--- config.mk ---
export PLATFORM = sky130hd
export DESIGN_NAME = perf_stats_uart_tx_flat
export DESIGN_NICKNAME = d
export VERILOG_FILES = /design/src/rtl/perf_stats_uart_tx_if.sv /design/src/rtl/perf_stats_uart_tx.sv /design/src/flat_wrapper.sv
export SDC_FILE = /design/constraint.sdc
export NUM_CORES = 1
export LEC_CHECK = 0
export CAP_MARGIN = 10
export CORE_ASPECT_RATIO = 0.8
export CORE_MARGIN = 4
export CORE_UTILIZATION = 35
export CTS_CLUSTER_DIAMETER = 150
export DETAILED_ROUTE_END_ITERATION = 8
export DONT_BUFFER_PORTS = 1
export PLACE_DENSITY = 0.53
export SLEW_MARGIN = 5
export SYNTH_ARGS = -nofsm -noshare
export SYNTH_HDL_FRONTEND = slang
export SYNTH_SLANG_ARGS = --single-unit
export TNS_END_PERCENT = 50
--- constraint.sdc ---
create_clock -name clk -period 5.5 [get_ports clk]
set_clock_uncertainty 0.2 [all_clocks]
set_input_delay 1.375 -clock clk [delete_from_list [all_inputs] [get_ports clk]]
set_output_delay 1.375 -clock clk [all_outputs]
set_load 0.02 [all_outputs]
--- src/rtl/perf_stats_uart_tx_if.sv ---
`default_nettype none
// ============================================================================
// Module      : perf_stats_uart_tx_if
// Description : Counter inputs, start request and UART/status outputs of the
//               performance-statistics UART transmitter.
// Revision    : 1.0 - initial release
// ============================================================================
interface perf_stats_uart_tx_if;
    logic        start;
    logic [27:0] clk_cycles;
    logic [12:0] retired_instructions;
    logic [12:0] predictions_made;
    logic [12:0] correct_predictions;
    logic [12:0] invalid_clk_cycles;
    logic        tx;
    logic        busy;
    logic        frame_done;

    modport master (
        output start, clk_cycles, retired_instructions, predictions_made,
               correct_predictions, invalid_clk_cycles,
        input  tx, busy, frame_done
    );

    modport slave (
        input  start, clk_cycles, retired_instructions, predictions_made,
               correct_predictions, invalid_clk_cycles,
        output tx, busy, frame_done
    );
endinterface
`default_nettype wire

--- src/rtl/perf_stats_uart_tx.sv ---
`default_nettype none
// ============================================================================
// Module      : perf_stats_uart_tx
// Description : Snapshots five performance counters and sends them as a
//               14-byte framed packet on an 8N1 UART line.
// Revision    : 1.0 - initial release
// ============================================================================
module perf_stats_uart_tx #(
    parameter int         CLKS_PER_BIT = 651,
    parameter logic [7:0] SYNC_BYTE    = 8'hA5
) (
    input wire clk,
    input wire rst,
    perf_stats_uart_tx_if.slave bus
);
    localparam int               c_BW       = (CLKS_PER_BIT > 2) ? $clog2(CLKS_PER_BIT) : 1;
    localparam logic [c_BW-1:0]  c_BAUD_MAX = c_BW'(CLKS_PER_BIT - 1);
    localparam logic [3:0]       c_LAST_BYTE = 4'd13;

    localparam logic [1:0] c_ST_IDLE  = 2'd0;
    localparam logic [1:0] c_ST_START = 2'd1;
    localparam logic [1:0] c_ST_DATA  = 2'd2;
    localparam logic [1:0] c_ST_STOP  = 2'd3;

    logic [1:0]      r_state;
    logic [c_BW-1:0] r_baud;
    logic [2:0]      r_bit_idx;
    logic [3:0]      r_byte_idx;
    logic [7:0]      r_shift;
    logic [7:0]      r_frame [14];
    logic            r_tx;
    logic            r_busy;
    logic            r_frame_done;

    logic [7:0]      w_frame [14];
    logic [31:0]     w_clk32;
    logic [15:0]     w_f16 [4];
    logic [7:0]      w_csum;
    logic            w_bit_end;

    // Whole frame (sync, payload, checksum) is built from the live counters
    // and latched in one go, so the transmitted packet is a coherent snapshot.
    always_comb begin
        w_clk32  = {4'd0, bus.clk_cycles};
        w_f16[0] = {3'd0, bus.retired_instructions};
        w_f16[1] = {3'd0, bus.predictions_made};
        w_f16[2] = {3'd0, bus.correct_predictions};
        w_f16[3] = {3'd0, bus.invalid_clk_cycles};
        w_frame[0] = SYNC_BYTE;
        for (int i = 0; i < 4; i++) begin
            w_frame[1 + i]     = w_clk32[8*i +: 8];
            w_frame[5 + 2*i]   = w_f16[i][7:0];
            w_frame[6 + 2*i]   = w_f16[i][15:8];
        end
        w_csum = 8'd0;
        for (int i = 1; i < 13; i++) begin
            w_csum = w_csum ^ w_frame[i];
        end
        w_frame[13] = w_csum;
    end

    assign w_bit_end = (r_baud == c_BAUD_MAX);

    always_ff @(posedge clk) begin
        if (rst) begin
            r_state      <= c_ST_IDLE;
            r_baud       <= '0;
            r_bit_idx    <= '0;
            r_byte_idx   <= '0;
            r_shift      <= '0;
            r_tx         <= 1'b1;
            r_busy       <= 1'b0;
            r_frame_done <= 1'b0;
            for (int i = 0; i < 14; i++) begin
                r_frame[i] <= '0;
            end
        end else begin
            r_frame_done <= 1'b0;
            r_baud       <= w_bit_end ? '0 : r_baud + 1'b1;
            case (r_state)
                c_ST_IDLE: begin
                    r_baud <= '0;
                    if (bus.start) begin
                        for (int i = 0; i < 14; i++) begin
                            r_frame[i] <= w_frame[i];
                        end
                        r_state    <= c_ST_START;
                        r_byte_idx <= '0;
                        r_tx       <= 1'b0;
                        r_busy     <= 1'b1;
                    end
                end
                c_ST_START: begin
                    if (w_bit_end) begin
                        r_state   <= c_ST_DATA;
                        r_bit_idx <= '0;
                        r_tx      <= r_frame[r_byte_idx][0];
                        r_shift   <= r_frame[r_byte_idx] >> 1;
                    end
                end
                c_ST_DATA: begin
                    if (w_bit_end) begin
                        if (r_bit_idx == 3'd7) begin
                            r_state <= c_ST_STOP;
                            r_tx    <= 1'b1;
                        end else begin
                            r_bit_idx <= r_bit_idx + 3'd1;
                            r_tx      <= r_shift[0];
                            r_shift   <= r_shift >> 1;
                        end
                    end
                end
                default: begin
                    // Stop bit flows straight into the next start bit: no idle gap.
                    if (w_bit_end) begin
                        if (r_byte_idx == c_LAST_BYTE) begin
                            r_state      <= c_ST_IDLE;
                            r_busy       <= 1'b0;
                            r_frame_done <= 1'b1;
                            r_tx         <= 1'b1;
                        end else begin
                            r_state    <= c_ST_START;
                            r_byte_idx <= r_byte_idx + 4'd1;
                            r_tx       <= 1'b0;
                        end
                    end
                end
            endcase
        end
    end

    assign bus.tx         = r_tx;
    assign bus.busy       = r_busy;
    assign bus.frame_done = r_frame_done;
endmodule
`default_nettype wire
--- src/flat_wrapper.sv ---
// flat-port wrapper written by rule: the top's interface ports become plain ports
module perf_stats_uart_tx_flat 
#(
    parameter int         CLKS_PER_BIT = 651,
    parameter logic [7:0] SYNC_BYTE    = 8'hA5
)
  (clk, rst, bus_start, bus_clk_cycles, bus_retired_instructions, bus_predictions_made, bus_correct_predictions, bus_invalid_clk_cycles, bus_tx, bus_busy, bus_frame_done);
  perf_stats_uart_tx_if bus_i ();
  input wire clk;
  input wire rst;
  input wire logic [$bits(bus_i.start)-1:0] bus_start;
  input wire logic [$bits(bus_i.clk_cycles)-1:0] bus_clk_cycles;
  input wire logic [$bits(bus_i.retired_instructions)-1:0] bus_retired_instructions;
  input wire logic [$bits(bus_i.predictions_made)-1:0] bus_predictions_made;
  input wire logic [$bits(bus_i.correct_predictions)-1:0] bus_correct_predictions;
  input wire logic [$bits(bus_i.invalid_clk_cycles)-1:0] bus_invalid_clk_cycles;
  output wire logic [$bits(bus_i.tx)-1:0] bus_tx;
  output wire logic [$bits(bus_i.busy)-1:0] bus_busy;
  output wire logic [$bits(bus_i.frame_done)-1:0] bus_frame_done;
  assign bus_i.start = bus_start;
  assign bus_i.clk_cycles = bus_clk_cycles;
  assign bus_i.retired_instructions = bus_retired_instructions;
  assign bus_i.predictions_made = bus_predictions_made;
  assign bus_i.correct_predictions = bus_correct_predictions;
  assign bus_i.invalid_clk_cycles = bus_invalid_clk_cycles;
  assign bus_tx = bus_i.tx;
  assign bus_busy = bus_i.busy;
  assign bus_frame_done = bus_i.frame_done;
  perf_stats_uart_tx #(.CLKS_PER_BIT(CLKS_PER_BIT), .SYNC_BYTE(SYNC_BYTE)) u_core (.clk(clk), .rst(rst), .bus(bus_i));
endmodule
* After elaboration in Yosys (flattened, before gate mapping)
Memory sizes are Yosys's and may differ from the RTL's. A register that Yosys moved wholly into a read port is not among the register bits. Cells that the tools add are included.
Word-level totals: memories kept 1, bits of input ports 83, register bits 30, bits in writable memories 112
Memories:
- u_core.r_frame | depth 14, bits a word 8, rd ports 1, clocked after Yosys merged registers in 1, write ports 14, RTL line perf_stats_uart_tx.sv:30 | logic [7:0] r_frame [14];
Operators by class: bitwise logic cells 27, eq/ne operators 11, add/sub/neg operators 3, reductions and logical operators 12, multiplexer cells 52
Operators by type and width (number):
- two-way mux 8 bit | 17
- XOR 8 bit | 6
- XOR 8 x 5 -> 8 bit | 4
- two-way mux 4 bit | 5
- two-way mux 1 bit | 16
- case mux 8 bit (2 select lines) | 1
- AND reduction 4 bit | 4
- OR 1 bit | 14
- adder 10 x 1 -> 10 bit, second input constant | 1
- == test 10 bit, second input constant | 1
- two-way mux 2 bit | 5
- two-way mux 3 bit | 3
- case mux 4 bit (2 select lines) | 1
- XOR 8 x 4 -> 8 bit | 1
- inequality test 2 x 1 -> 1 bit, second input constant | 3
- inequality test 2 bit, second input constant | 3
- case mux 2 bit (3 select lines) | 1
- case mux 3 bit (2 select lines) | 1
- nonzero test 2 bit | 3
- AND reduction 5 bit | 1
- OR reduction 5 bit | 1
- adder 4 x 1 -> 4 bit, second input constant | 1
- == test 4 bit, second input constant | 1
- adder 3 x 1 -> 3 bit, second input constant | 1
- 9 further kinds | 10

* Longest topological paths before layout
depth after elaboration 12, depth in mapped cells 9

* Least setup slack after synthesis
OpenSTA, ideal clock, no wires.
path type input port to flip-flop, start point input rst, end point memory u_core.r_frame[10][0], enable pin, arrival time 4.030 ns, cell stages on the path 3, required time 4.839 ns, setup slack 0.808 ns, buffers on the path 2, library setup time 0.461 ns, cells stage by stage clkbuf_1 -> clkbuf_1 -> nand2b_1
RTL lines:
- from (decl) | RTL line flat_wrapper.sv:10 | input wire rst;
- to (decl) | RTL line perf_stats_uart_tx.sv:30

==> results by group <==
Placement
  – I/O Buffers: 0
  – HPWL after DPL: 8880 um
  – Gpl congestion: 0.747
  – Placed cells: 719

Final layout
  – Post-Layout Cell Count: 752
  – Area of the multi-input gates: 2730 um^2
  – P&R area growth vs syn: 12.8%
  – # fillers: 1643
  – Ant diodes: 0
  – Register Area: 3320 um^2
  – Net count, final: 607
  – Share of cells above drive strength 1: 0.102

Logic synthesis
  – Post-Syn Area: 6210 um^2
  – Synth Flop Type: edfxtp_1
  – Net Count, Synth: 614
  – Main combinational cell family by area after synthesis: simple AND/OR/NAND/NOR gates
  – Top cells by count, synth: edfxtp_1 (88), xnor2_1 (73), and2_1 (62), nor2_1 (38), dfxtp_1 (34)
  – Count leader, synth: edfxtp_1
  – Post-synth EDFFs: 88
  – Yosys top cell by area: edfxtp_1
  – Synth warn: 0
  – Cells after Synth: 521
  – Post-synthesis adder-cell area fraction: 0.0201
  – Synth Area per Inst: 11.9 um^2
  – Simple-Gate Fraction of Synth Area: 0.164
  – Register area share after synthesis: 0.535
  – Compound-Gate Fraction of Synth Area: 0.0606
  – Mux contribution to synthesized area: 0.0796
  – Async S/R FF share, synth: 0
  – Synth unique cells: 51
  – Synth top area share: 0.426
  – XOR/XNOR share of the synthesized area: 0.113
  – Area contributors post-synth: edfxtp_1 (43%), dfxtp_1 (11%), xnor2_1 (10%)
  – #FFs+latches synth: 122

STA
  – RSZ-0062 raised after global routing: false
  – Fin crit period: 2.75 ns
  – Slew headroom: 0.214
  – Worst-margin pin slew: 1.18 ns
  – # setup viols final: 0
  – Slew Limit Fails: 0
  – Fin Hold WS: 0.252 ns
  – Part of the cycle the worst path needs: 0.500
  – Setup TNS: 0 ns
  – Achievable clock frequency: 364 MHz
  – Final Hold Fails: 0

Clock tree
  – Clock transition at path regs: 0.05 ns
  – CTS Buffer Depth: 2
  – TritonCTS clock tree: yes
  – Root Buffer: clkbuf_16
  – Post-CTS Resized: 0
  – Later-pin clock latency in the skew report: 0.41 ns
  – Cts bufs inserted: 17
  – Postcts setup bufs: 0
  – CTS Sinks: 122
  – Max H-tree Level: 4
  – Hold_buf cts: 0

Drt
  – Wire length on met2: 6080 um
  – DR vias: 3733
  – Final ANT Viol Nets: 0
  – DR WL/cell: 17.4 um
  – Pre-Repair DR Iteration Count: 4
  – # DRC: 0
  – DRT iter0 DRCs: 181
  – Highest routed metal layer: met4
  – Routed Wire Length: 13100 um
  – Via density per instance: 4.96
  – DRT met1 WL: 6090 um
  – Wire length on met3: 774 um

Worst setup path
  – Worst setup path class: register to register
  – CP Max Fanout: 88
  – Critical Path End Type: register
  – Req. time, crit path: 5.32 ns
  – Critical Path AT: 2.57 ns
  – Element type at the critical path start: register
  – Worst R2R Start: u_core.r_state[1]
  – Crit path from: u_core.r_state[1]

Power
  – Leak pwr: 2.39 nW
  – Power per standard cell area: 406 nW/um^2
  – Total Power: 2.85 mW
  – Max rail drop VDD: 0.221 mV

Floorplanning
  – Initial Util: 0.357
  – Core ar.: 17400 um^2
  – FP Rows: 43
  – Die span in x: 157 um
  – IO Pins: 86
  – Total die area: 20000 um^2
  – Die Span Y: 127 um

Global route
  – Pin count of the biggest net entering global routing: 89
  – Overall Global Routing Usage: 0.137
  – First-pass GRT wire length: 20900 um
  – GRT Residual Overflow: 0
  – Number of global-route vias before repair: 4007
  – Antenna violations before repair: 0

Outcome
  – Outcome: finished, final reports clean

Job
  – Max cap viols: 0

Hold path
  – Hold_sp: u_core.r_bit_idx[2]
  – Hold Path Class: register to register
[cell families (layout without fill, tap and decap cells)]
| logic type | count (synthesis) | after routing |
|---|---|---|
| adder cells (fa/ha/maj) | 10 | 10 |
| flip-flops | 122 | 122 |
| AND/OR/NAND/NOR | 183 | 183 |
| buffers and inverters | 36 | 42 |
| XOR/XNOR | 80 | 80 |
| multiplexers | 33 | 33 |
| AO/OA/AOI/OAI | 57 | 57 |
[worst max-delay path, stage by stage, from the launching register on]
cell      delay (ns)
dfxtp_1         0.35
inv_1           0.10
ha_1            0.44
nand2_1         0.30
nand2b_4        0.87
[layout make-up]
class                           instances  area share
Clock buffer                           17      0.0608
Timing Repair Buffer                    2     0.00393
Sequential cell                       122       0.475
Inverter                                8     0.00429
Multi-Input combinational cell        363       0.390
Clock inverter                         15      0.0259
Tap cell                              225      0.0402
[path summary, 6_finish.rpt]
check	slack (ns)	to	cells past startpoint
max	2.75	u_core.r_frame[6][4]	4
min	0.25	u_core.r_bit_idx[2]	2
max reg2reg	2.75	u_core.r_frame[6][4]	4
min reg2reg	0.25	u_core.r_bit_idx[2]	2
[cell usage in the layout (no fill, tap or decap), types with 2 or more instances in the layout]
cell        netlist  layout
edfxtp_1         88      88
xnor2_1          73      73
and2_1           62      62
nor2_1           38      37
dfxtp_1          34      33
nor2b_1          24      24
a21oi_1          17      17
clkbuf_16         0      17
nand2_1          16      16
mux2i_1          13      13
mux4_2           11      11
o21ai_0          10      10
ha_1             10      10
nand3_1           8       8
mux2_2            8       8
inv_1             7       7
xor2_1            7       7
clkinv_1          1       6
and3_1            5       5
nor4_1            5       5
a211oi_1          5       5
nor3_1            4       4
o211ai_1          4       4
a221oi_1          4       4
bufinv_16         0       4
nor3b_1           3       3
nand2b_1          4       3
or3_1             3       3
a31oi_1           3       3
nand3b_1          3       3
nand4_1           2       2
a211o_1           2       2
or4_1             2       2
a22oi_1           2       2
clkinv_2          0       2
clkinv_4          0       2
clkinvlp_4        0       2
[state kept, by name (all words and copies together), names as in the netlist, named ones only]
name,flops
u_core.r_byte_idx,4
u_core.r_frame,89
u_core.bus.tx,1
u_core.bus.frame_done,1
u_core.r_state,2
u_core.r_bit_idx,3
u_core.r_baud,10
u_core.r_shift,7
u_core.bus.busy,1
[layer usage]
metal	up-vias	track usage
met1	1806	0.176
met3	14	0.0518
met2	84	0.217
met5	-	0
met4	0	0.0423
li1	1829	-
[report_power, final]
part           switching (mW)  internal (mW)  leakage (nW)
registers              0.0573           1.19          1.23
clock network           0.392          0.748         0.290
logic                   0.259          0.202         0.873
total                   0.708           2.14          2.39
[through the flow]
| stage | utilization | worst slack (ns) | area [um^2] |
|---|---|---|---|
| 2_1_floorplan | - | 0.808 | 6210 |
| 3_3_place_gp | 0.367 | 2.41 | 6370 |
| 3_5_place_dp | 0.367 | 2.36 | 6370 |
| 4_1_cts | 0.402 | 2.75 | 6980 |
| 5_1_grt | 0.403 | 2.57 | 7000 |
| 6_report | 0.403 | 2.75 | 7000 |
No activity file was read; power rests on OpenSTA's default activity.
